[config.mk]
export PLATFORM = sky130hd
export DESIGN_NAME = perf_counter_wb_flat
export DESIGN_NICKNAME = d
export VERILOG_FILES = /design/src/rtl/perf_counter_wb_if.sv /design/src/rtl/perf_counter_wb.sv /design/src/flat_wrapper.sv
export SDC_FILE = /design/constraint.sdc
export NUM_CORES = 1
export LEC_CHECK = 0
export CORE_ASPECT_RATIO = 1.25
export CORE_MARGIN = 2
export CORE_UTILIZATION = 52
export CTS_BUF_LIST = sky130_fd_sc_hd__clkbuf_16
export CTS_CLUSTER_DIAMETER = 40
export DETAILED_ROUTE_END_ITERATION = 6
export PLACE_DENSITY = 0.84
export SLEW_MARGIN = 20
export SYNTH_ARGS = -nofsm -noshare
export SYNTH_HDL_FRONTEND = slang
export SYNTH_SLANG_ARGS = --single-unit
[constraint.sdc]
create_clock -name clock -period 2.4 [get_ports clock]
set_clock_uncertainty 0.2 [all_clocks]
set_input_delay 0.48 -clock clock [delete_from_list [all_inputs] [get_ports clock]]
set_output_delay 0.48 -clock clock [all_outputs]
set_load 0.01 [all_outputs]
[src/rtl/perf_counter_wb_if.sv]
// Writeback-stage control and display readout bundle for perf_counter_wb.
interface perf_counter_wb_if #(
  parameter int unsigned WIDTH = 16
);
  logic [3:0]       wb_opcode;
  logic             ir4_load;
  logic             stop;
  logic [2:0]       sel;
  logic [WIDTH-1:0] count_out;
  logic             halted;
  logic             overflow;

  modport master (
    output wb_opcode, ir4_load, stop, sel,
    input  count_out, halted, overflow
  );

  modport slave (
    input  wb_opcode, ir4_load, stop, sel,
    output count_out, halted, overflow
  );
endinterface

[src/rtl/perf_counter_wb.sv]
// Saturating cycle/retired/bubble counters frozen at STOP, with registered readout.
// Optional per-class counters (loads/stores/branches) enabled by PERF_CLASS_COUNT_EN.
module perf_counter_wb #(
  parameter int unsigned WIDTH = 16
) (
  input logic             clock,
  input logic             reset,
  perf_counter_wb_if.slave bus
);
  typedef enum logic {RUN, HALTED} state_t;

  localparam logic [3:0] OP_LOAD  = 4'd0;
  localparam logic [3:0] OP_STOP  = 4'd1;
  localparam logic [3:0] OP_STORE = 4'd2;
  localparam logic [3:0] OP_NOP   = 4'd10;

  state_t           state;
  logic [WIDTH-1:0] cycles, retired, bubbles, count_q;
  logic             ovf_q;
  logic             run, completes, inc_ret, inc_bub, wrap;
  logic [WIDTH-1:0] sel_val;

`ifdef PERF_CLASS_COUNT_EN
  logic [WIDTH-1:0] loads, stores, branches;
  logic             class_ok, inc_ld, inc_st, inc_br;
`endif

  always_comb begin
    run       = (state == RUN);
    completes = bus.ir4_load && (bus.wb_opcode != OP_NOP) && (bus.wb_opcode != OP_STOP);
    // A stop cycle only counts as a cycle, never as retired or bubble.
    inc_ret   = run && !bus.stop && completes;
    inc_bub   = run && !bus.stop && !completes;
    wrap      = (run && (&cycles)) || (inc_ret && (&retired)) || (inc_bub && (&bubbles));
`ifdef PERF_CLASS_COUNT_EN
    class_ok  = run && !bus.stop && bus.ir4_load;
    inc_ld    = class_ok && (bus.wb_opcode == OP_LOAD);
    inc_st    = class_ok && (bus.wb_opcode == OP_STORE);
    inc_br    = class_ok && ((bus.wb_opcode == 4'd5) || (bus.wb_opcode == 4'd9) ||
                             (bus.wb_opcode == 4'd13));
    wrap      = wrap || (inc_ld && (&loads)) || (inc_st && (&stores)) || (inc_br && (&branches));
`endif
  end

  always_comb begin
    sel_val = '0;
    case (bus.sel)
      3'd0: sel_val = cycles;
      3'd1: sel_val = retired;
      3'd2: sel_val = bubbles;
`ifdef PERF_CLASS_COUNT_EN
      3'd3: sel_val = loads;
      3'd4: sel_val = stores;
      3'd5: sel_val = branches;
`endif
      default: sel_val = '0;
    endcase
  end

  always_ff @(posedge clock) begin
    if (reset) begin
      state    <= RUN;
      cycles   <= '0;
      retired  <= '0;
      bubbles  <= '0;
      count_q  <= '0;
      ovf_q    <= 1'b0;
`ifdef PERF_CLASS_COUNT_EN
      loads    <= '0;
      stores   <= '0;
      branches <= '0;
`endif
    end else begin
      count_q <= sel_val;
      if (wrap) ovf_q <= 1'b1;
      if (run) begin
        if (!(&cycles)) cycles <= cycles + WIDTH'(1);
        if (bus.stop) state <= HALTED;
      end
      if (inc_ret && !(&retired)) retired <= retired + WIDTH'(1);
      if (inc_bub && !(&bubbles)) bubbles <= bubbles + WIDTH'(1);
`ifdef PERF_CLASS_COUNT_EN
      if (inc_ld && !(&loads))    loads    <= loads + WIDTH'(1);
      if (inc_st && !(&stores))   stores   <= stores + WIDTH'(1);
      if (inc_br && !(&branches)) branches <= branches + WIDTH'(1);
`endif
    end
  end

  assign bus.count_out = count_q;
  assign bus.halted    = (state == HALTED);
  assign bus.overflow  = ovf_q;
endmodule

[src/flat_wrapper.sv]
// flat-port wrapper written by rule: the top's interface ports become plain ports
module perf_counter_wb_flat 
#(
  parameter int unsigned WIDTH = 16
)
  (clock, reset, bus_wb_opcode, bus_ir4_load, bus_stop, bus_sel, bus_count_out, bus_halted, bus_overflow);
  perf_counter_wb_if #(.WIDTH(WIDTH)) bus_i ();
  input logic clock;
  input logic reset;
  input wire logic [$bits(bus_i.wb_opcode)-1:0] bus_wb_opcode;
  input wire logic [$bits(bus_i.ir4_load)-1:0] bus_ir4_load;
  input wire logic [$bits(bus_i.stop)-1:0] bus_stop;
  input wire logic [$bits(bus_i.sel)-1:0] bus_sel;
  output wire logic [$bits(bus_i.count_out)-1:0] bus_count_out;
  output wire logic [$bits(bus_i.halted)-1:0] bus_halted;
  output wire logic [$bits(bus_i.overflow)-1:0] bus_overflow;
  assign bus_i.wb_opcode = bus_wb_opcode;
  assign bus_i.ir4_load = bus_ir4_load;
  assign bus_i.stop = bus_stop;
  assign bus_i.sel = bus_sel;
  assign bus_count_out = bus_i.count_out;
  assign bus_halted = bus_i.halted;
  assign bus_overflow = bus_i.overflow;
  perf_counter_wb #(.WIDTH(WIDTH)) u_core (.clock(clock), .reset(reset), .bus(bus_i));
endmodule
==> flow_summary.toml, run 1 <==
[clock_network]
clk_latency_ns = 0.33
path_clk_slew_ns = 0.05
cts_sinks = 66
cts.hold.buffers_added = 0
cts_htree_levels = 3
cts_root_buffer = "clkbuf_16"
numCtsBuffers = 9
clockBufferDepth = 2
cts_tree = "yes"

[power_and_ir_drop]
powerDensity_nw_per_um2 = 570
power_mw = 2.57
peakVddDrop_v = 0.000497
p_leak_nw = 1.58

[route]
wl_per_cell_um = 17.2
drt_wl_total_um = 9510
m1WireLength_um = 3710
dr.pass1.iters = 5
final_antenna_net_count = 0
avgViaCountPerCell = 6.27
drc = 0
dr_total_vias = 3465
first_iter_violations = 438
highest_layer = "met4"
dr_wl_met2_um = 4840
dr_wl_met3_um = 562

[job]
maxCapViolations = 0

[finish]
antennaDiodeCount = 0
drive_above_1_share_pct = 17.0
syn_to_final_growth_pct = 29.8
instances_no_fill = 553
layout.nets = 475

[synthesis]
synth_cell_types = 49
syn_nets = 430
syn_area_per_cell_um2 = 8.35
postSynth.asyncResetShare_pct = 0
ys_warn_count = 0
synth_seq_area_share_pct = 38.1
synth_top_flop_cell = "dfxtp_1"
synth-seq-cells = 66
synth_top_family_by_area = "simple AND/OR/NAND/NOR gates"
synthXorXnorAreaFrac_pct = 0
muxShareOfSynthArea_pct = 13.3
syn_inst = 416
synth_compound_area_share_pct = 12.1
synth-simple-area-share_pct = 32.0
synthAdderAreaFrac_pct = 1.08
syn_area_um2 = 3470
synth-edff-count = 0

[critical_path]
crit_type = "primary input to flip-flop"
endpoint_kind = "flip-flop"
worst_path_most_repeated_cell = "buf_6"
slowest_delay_ns = 0.53
start_kind = "primary input"
worst-path-buf-inv = 3
path_cells = "buf_6 > or4b_4 > a311o_2 > buf_6 > buf_16 > nor3b_2 > mux2_1"
r2r_slack_ns = 0.16
critical_path.max_fanout = 5
crit_slowest_cell = "or4b_4"
rr_worst_depth = 4
crit_required_ns = 2.41
cp.depth = 7
critPathTopFamily = "simple AND/OR/NAND/NOR gates"
critPathArrivalTime_ns = 2.35

[sta]
hold_viol_final = 0
slew_violations = 0
whs_ns = 0.323
rsz0062_at_grt = "false"
period_needed_ns = 2.34
worst_slew_pin_slew_ns = 0.519
post-route-period-util_pct = 97.4
fmax_ghz = 0.428
fin_tns_setup_ns = 0
slew_headroom_pct = 65.3
setup_viol = 0
timing.final.ws_setup_ns = 0.0626

[place]
place_ws_ns = -0.549
numPlacedInstances = 531
hpwl_um = 6440
port_buffers = 28
gp_congestion = 0.923

[global_routing]
track_usage_pct = 27.3
grt-ovfl-total = 0
antenna_found_initial = 0
grt_pass1_wl_um = 15700
grt_pass1_vias = 3328
grt_max_degree = 24

[floorplan]
floorplan.rows = 33
initial_core_util_pct = 53.2
die_h_um = 95.4
die_x_um = 77.1
coreArea_um2 = 6520
dieArea_um2 = 7350
io_pins = 29

[hold_path]
hp-class = "flip-flop to flip-flop"
whs_path_depth = 2

[run_status]
status = "complete, no violations"
[registers in the layout, summed over array words and instances (netlist names)]
name                  cells
u_core.bubbles           16
u_core.bus.halted         1
u_core.retired           16
u_core.cycles            16
u_core.bus.overflow       1
u_core.bus.count_out     16
[cell usage after synthesis, types with 11 or more instances]
| cell | instances | area, um2 |
|---|---|---|
| dfxtp_1 | 66 | 1320 |
| nor2_1 | 62 | 233 |
| a21oi_1 | 36 | 180 |
| nor2b_1 | 24 | 150 |
| clkbuf_1 | 22 | 82.6 |
| nand2_1 | 20 | 75.1 |
| mux2i_1 | 19 | 190 |
| nand3_1 | 18 | 90.1 |
| nor4_1 | 18 | 113 |
| nand4_1 | 16 | 100 |
| mux2_1 | 15 | 169 |
| or4_1 | 11 | 82.6 |
[cell type report]
class                   count  area (um2)
well taps                  87         109
clock inverters             7        70.1
multi-input cells         318        2180
repair buffers             59         576
flip-flops and latches     66        1320
fillers                   492        2020
inverters                   7        26.3
clock buffers               9         225
[cell usage in the layout, fill, tap and decap left out, drive strengths merged, types with 11 or more instances in the layout]
cell type	instances
nand3	18
buf	35
nor2b	24
or4	11
mux2	24
dfxtp	66
nand2	20
nor4	19
nand4	16
a21oi	36
clkdlybuf4s50	23
nor2	62
mux2i	19
[final timing paths]
kind | from | endpoint
worst max-delay path | bus_wb_opcode[2] | u_core.bubbles[2]$_SDFFE_PP0P_
worst min-delay path | u_core.cycles[1]$_SDFFE_PP0P_ | u_core.cycles[1]$_SDFFE_PP0P_
worst max register to register | u_core.retired[5]$_SDFFE_PP0P_ | u_core.retired[15]$_SDFFE_PP0P_
worst min register to register | u_core.cycles[1]$_SDFFE_PP0P_ | u_core.cycles[1]$_SDFFE_PP0P_
[per-layer routing]
metal | GRT usage, % | vias to the layer above
met5 | 0 | -
met4 | 15.6 | 0
met3 | 5.40 | 41
met2 | 48.4 | 177
met1 | 30.8 | 1624
li1 | - | 1623
[cell families after synthesis]
family                   after synthesis
buffers and inverters                 32
AND/OR/NAND/NOR                      203
flip-flops                            66
multiplexers                          43
adder cells (fa/ha/maj)                3
AO/OA/AOI/OAI                         69
[report_power, final]
group          leakage [nW]  switching, mW  internal, mW
clock                 0.135          0.475         0.798
sequential            0.533         0.0152          1.11
combinational         0.915         0.0942        0.0804
total                  1.58          0.584          1.99
[worst register-to-register path, delay by kind of cell (launching register included)]
| kind | cells | cell delay [ns] |
|---|---|---|
| flops | 1 | 0.44 |
| simple gates | 3 | 1.10 |
| mux | 1 | 0.39 |
[metrics by stage]
stage,cell area [um2],utilization (%)
floorplan,3530,-
global placement,4020,61.6
detailed placement,4020,61.6
CTS,4500,68.9
global route,4510,69.1
finish,4510,69.1
[what timing repair did]
item / in CTS / in global routing
gates resized for setup: 34 / 0
setup endpoints to repair: 14 / 11
buffers inserted: 2 / 1
pin swaps: 9 / 1
endpoints found under the hold margin: 0 / 0
cloned: 3 / 0
No activity file was read; power rests on OpenSTA's default activity.
==> run 2, diff against run 1 <==
--- a/config.mk
+++ b/config.mk
@@ -7,11 +7,11 @@
 export LEC_CHECK = 0
 export CORE_ASPECT_RATIO = 1.25
 export CORE_MARGIN = 2
-export CORE_UTILIZATION = 52
+export CORE_UTILIZATION = 58
 export CTS_BUF_LIST = sky130_fd_sc_hd__clkbuf_16
 export CTS_CLUSTER_DIAMETER = 40
 export DETAILED_ROUTE_END_ITERATION = 6
-export PLACE_DENSITY = 0.84
+export PLACE_DENSITY = 0.88
 export SLEW_MARGIN = 20
 export SYNTH_ARGS = -nofsm -noshare
 export SYNTH_HDL_FRONTEND = slang
==> constraint.sdc (replaced) <==
create_clock -name clock -period 2.2 [get_ports clock]
set_clock_uncertainty 0.2 [all_clocks]
set_input_delay 0.44 -clock clock [delete_from_list [all_inputs] [get_ports clock]]
set_output_delay 0.44 -clock clock [all_outputs]
set_load 0.01 [all_outputs]
==> run 2 against run 1 <==
  * Clock-buffer cell count stayed put
  * Critical endpoint is now u_core.bubbles[5]$_SDFFE_PP0P_
  * The flow now finishes with violations (setup timing)
  * Clock power hardly changed
  * Total power is 3.7% higher
  * Cell count is 3.4% lower
  * Register-to-register slack worse by 0.11 ns
  * Sequential cell count stayed put
  * Setup slack worse by 0.24 ns
  * Non-clock buffer count is 2 higher
  * First-iteration DRC count is 1.4% higher
  * Critical path depth is 1 higher
  * Routed wire length is 8.7% higher
  * Sequential power is 9% higher
==> flow_summary.toml, run 2 (same netlist as run 1, synthesis figures left out) <==
[global_routing]
grt_max_degree = 36
grt-ovfl-total = 0
grt_pass1_vias = 3425
antenna_found_initial = 0
track_usage_pct = 31.5
grt_pass1_wl_um = 16300

[floorplan]
die_x_um = 73.2
io_pins = 29
coreArea_um2 = 5780
initial_core_util_pct = 60.1
die_h_um = 90.5
floorplan.rows = 31
dieArea_um2 = 6630

[sta]
setup_viol = 11
hold_viol_final = 0
slew_violations = 0
period_needed_ns = 2.38
worst_slew_pin_slew_ns = 0.693
fin_tns_setup_ns = -0.493
fmax_ghz = 0.421
timing.final.ws_setup_ns = -0.178
slew_headroom_pct = 53.6
post-route-period-util_pct = 108
rsz0062_at_grt = "true"

[critical_path]
critPathArrivalTime_ns = 2.38
crit_slowest_cell = "or4b_4"
crit_required_ns = 2.20
path_cells = "buf_6 > or4b_4 > a311o_2 > buf_4 > buf_16 > buf_4 > o31ai_1 > a21oi_1"
critical_path.max_fanout = 8
start_kind = "primary input"
worst-path-buf-inv = 4
worst_path_most_repeated_cell = "buf_4"
critPathTopFamily = "compound AO/OA/AOI/OAI gates"
slowest_delay_ns = 0.53
endpoint_kind = "flip-flop"
crit_type = "primary input to flip-flop"

[clock_network]
cts_sinks = 66
cts_root_buffer = "clkbuf_16"
path_clk_slew_ns = 0.06
cts.hold.buffers_added = 0
numCtsBuffers = 9
clockBufferDepth = 2
cts_tree = "yes"
clk_latency_ns = 0.34
cts_htree_levels = 3

[hold_path]
hp-class = "primary input to flip-flop"

[place]
hpwl_um = 6200
place_ws_ns = -0.680
port_buffers = 28
gp_congestion = 0.937

[finish]
drive_above_1_share_pct = 18.2
antennaDiodeCount = 0
layout.nets = 477
layout_common_cells = "66 x dfxtp_1, 61 x nor2_1, 36 x a21oi_1"
fill_cells = 353
syn_to_final_growth_pct = 29.7
final_common_cell = "dfxtp_1"
fin_util_pct = 77.9

[route]
final_antenna_net_count = 0
drc = 0
wl_per_cell_um = 19.4
first_iter_violations = 444
dr.pass1.iters = 5
dr_total_vias = 3628
avgViaCountPerCell = 6.79
drt_wl_total_um = 10300

[job]
maxCapViolations = 0

[power_and_ir_drop]
powerDensity_nw_per_um2 = 592
p_leak_nw = 1.59
peakVddDrop_v = 0.000610

[run_status]
failed_checks = "setup timing"
status = "finished, violations left"
-- run 2: changes by cell type in the layout (fill, tap and decap cells not counted), moves of 2 or more --
cell and change:
mux2_1 -4, mux2_4 +4, clkinvlp_4 -3, clkinv_1 +2, inv_1 +2, buf_12 +3
-- run 2: metrics by stage --
stage	area (um2)	hold WS, ns	power (mW)	std cells
floorplan	3550	0.260	1.34	416
global route	4500	0.313	2.71	534
CTS	4460	0.297	2.63	532
global placement	4060	0.275	1.40	512
finish	4500	0.315	2.66	534
detailed placement	4060	0.308	1.40	512
-- run 2: path summary, 6_finish.rpt --
kind	startpoint	to	slack, ns	cells past startpoint
setup / recovery	bus_wb_opcode[3]	u_core.bubbles[5]$_SDFFE_PP0P_	-0.18	8
hold / removal	reset	u_core.bus.halted$_SDFF_PP0_	0.31	2
setup reg to reg	u_core.retired[5]$_SDFFE_PP0P_	u_core.retired[11]$_SDFFE_PP0P_	0.05	4
hold reg to reg	u_core.bubbles[1]$_SDFFE_PP0P_	u_core.bubbles[1]$_SDFFE_PP0P_	0.33	2
-- run 2: layer usage --
layer  routed length, um  share of wire, %  vias up  track usage [%]
met5                   0                 0        -                0
met3                 876               8.5       70             5.25
met4                 608               5.9        0             21.9
met1                3770                36     1691             37.3
li1                    -                 -     1631                -
met2                5090                49      236             50.3
-- run 2: power by group --
| group | total [mW] | switching, mW | internal (mW) | leakage [nW] |
|---|---|---|---|---|
| Clock | 1.25 | 0.512 | 0.737 | 0.134 |
| Sequential | 1.22 | 0.0159 | 1.21 | 0.533 |
| Combinational | 0.192 | 0.109 | 0.0834 | 0.920 |
| Total | 2.66 | 0.637 | 2.03 | 1.59 |
-- run 2: layout make-up --
class	count	area (um2)	area share [%]
Multi-Input combinational cell	318	2210	49.2
Sequential cell	66	1320	29.3
Timing Repair Buffer	61	603	13.4
Clock buffer	9	225	5.00
Tap cell	66	82.6	1.83
Clock inverter	7	28.8	0.639
Inverter	7	26.3	0.584
-- run 2: what timing repair did --
action / CTS / global route
pin swaps: 13 / 5
endpoints found under the setup margin: 15 / 15
gates cloned: 2 / 0
gates resized for setup: 33 / 6
setup buffers: 2 / 2
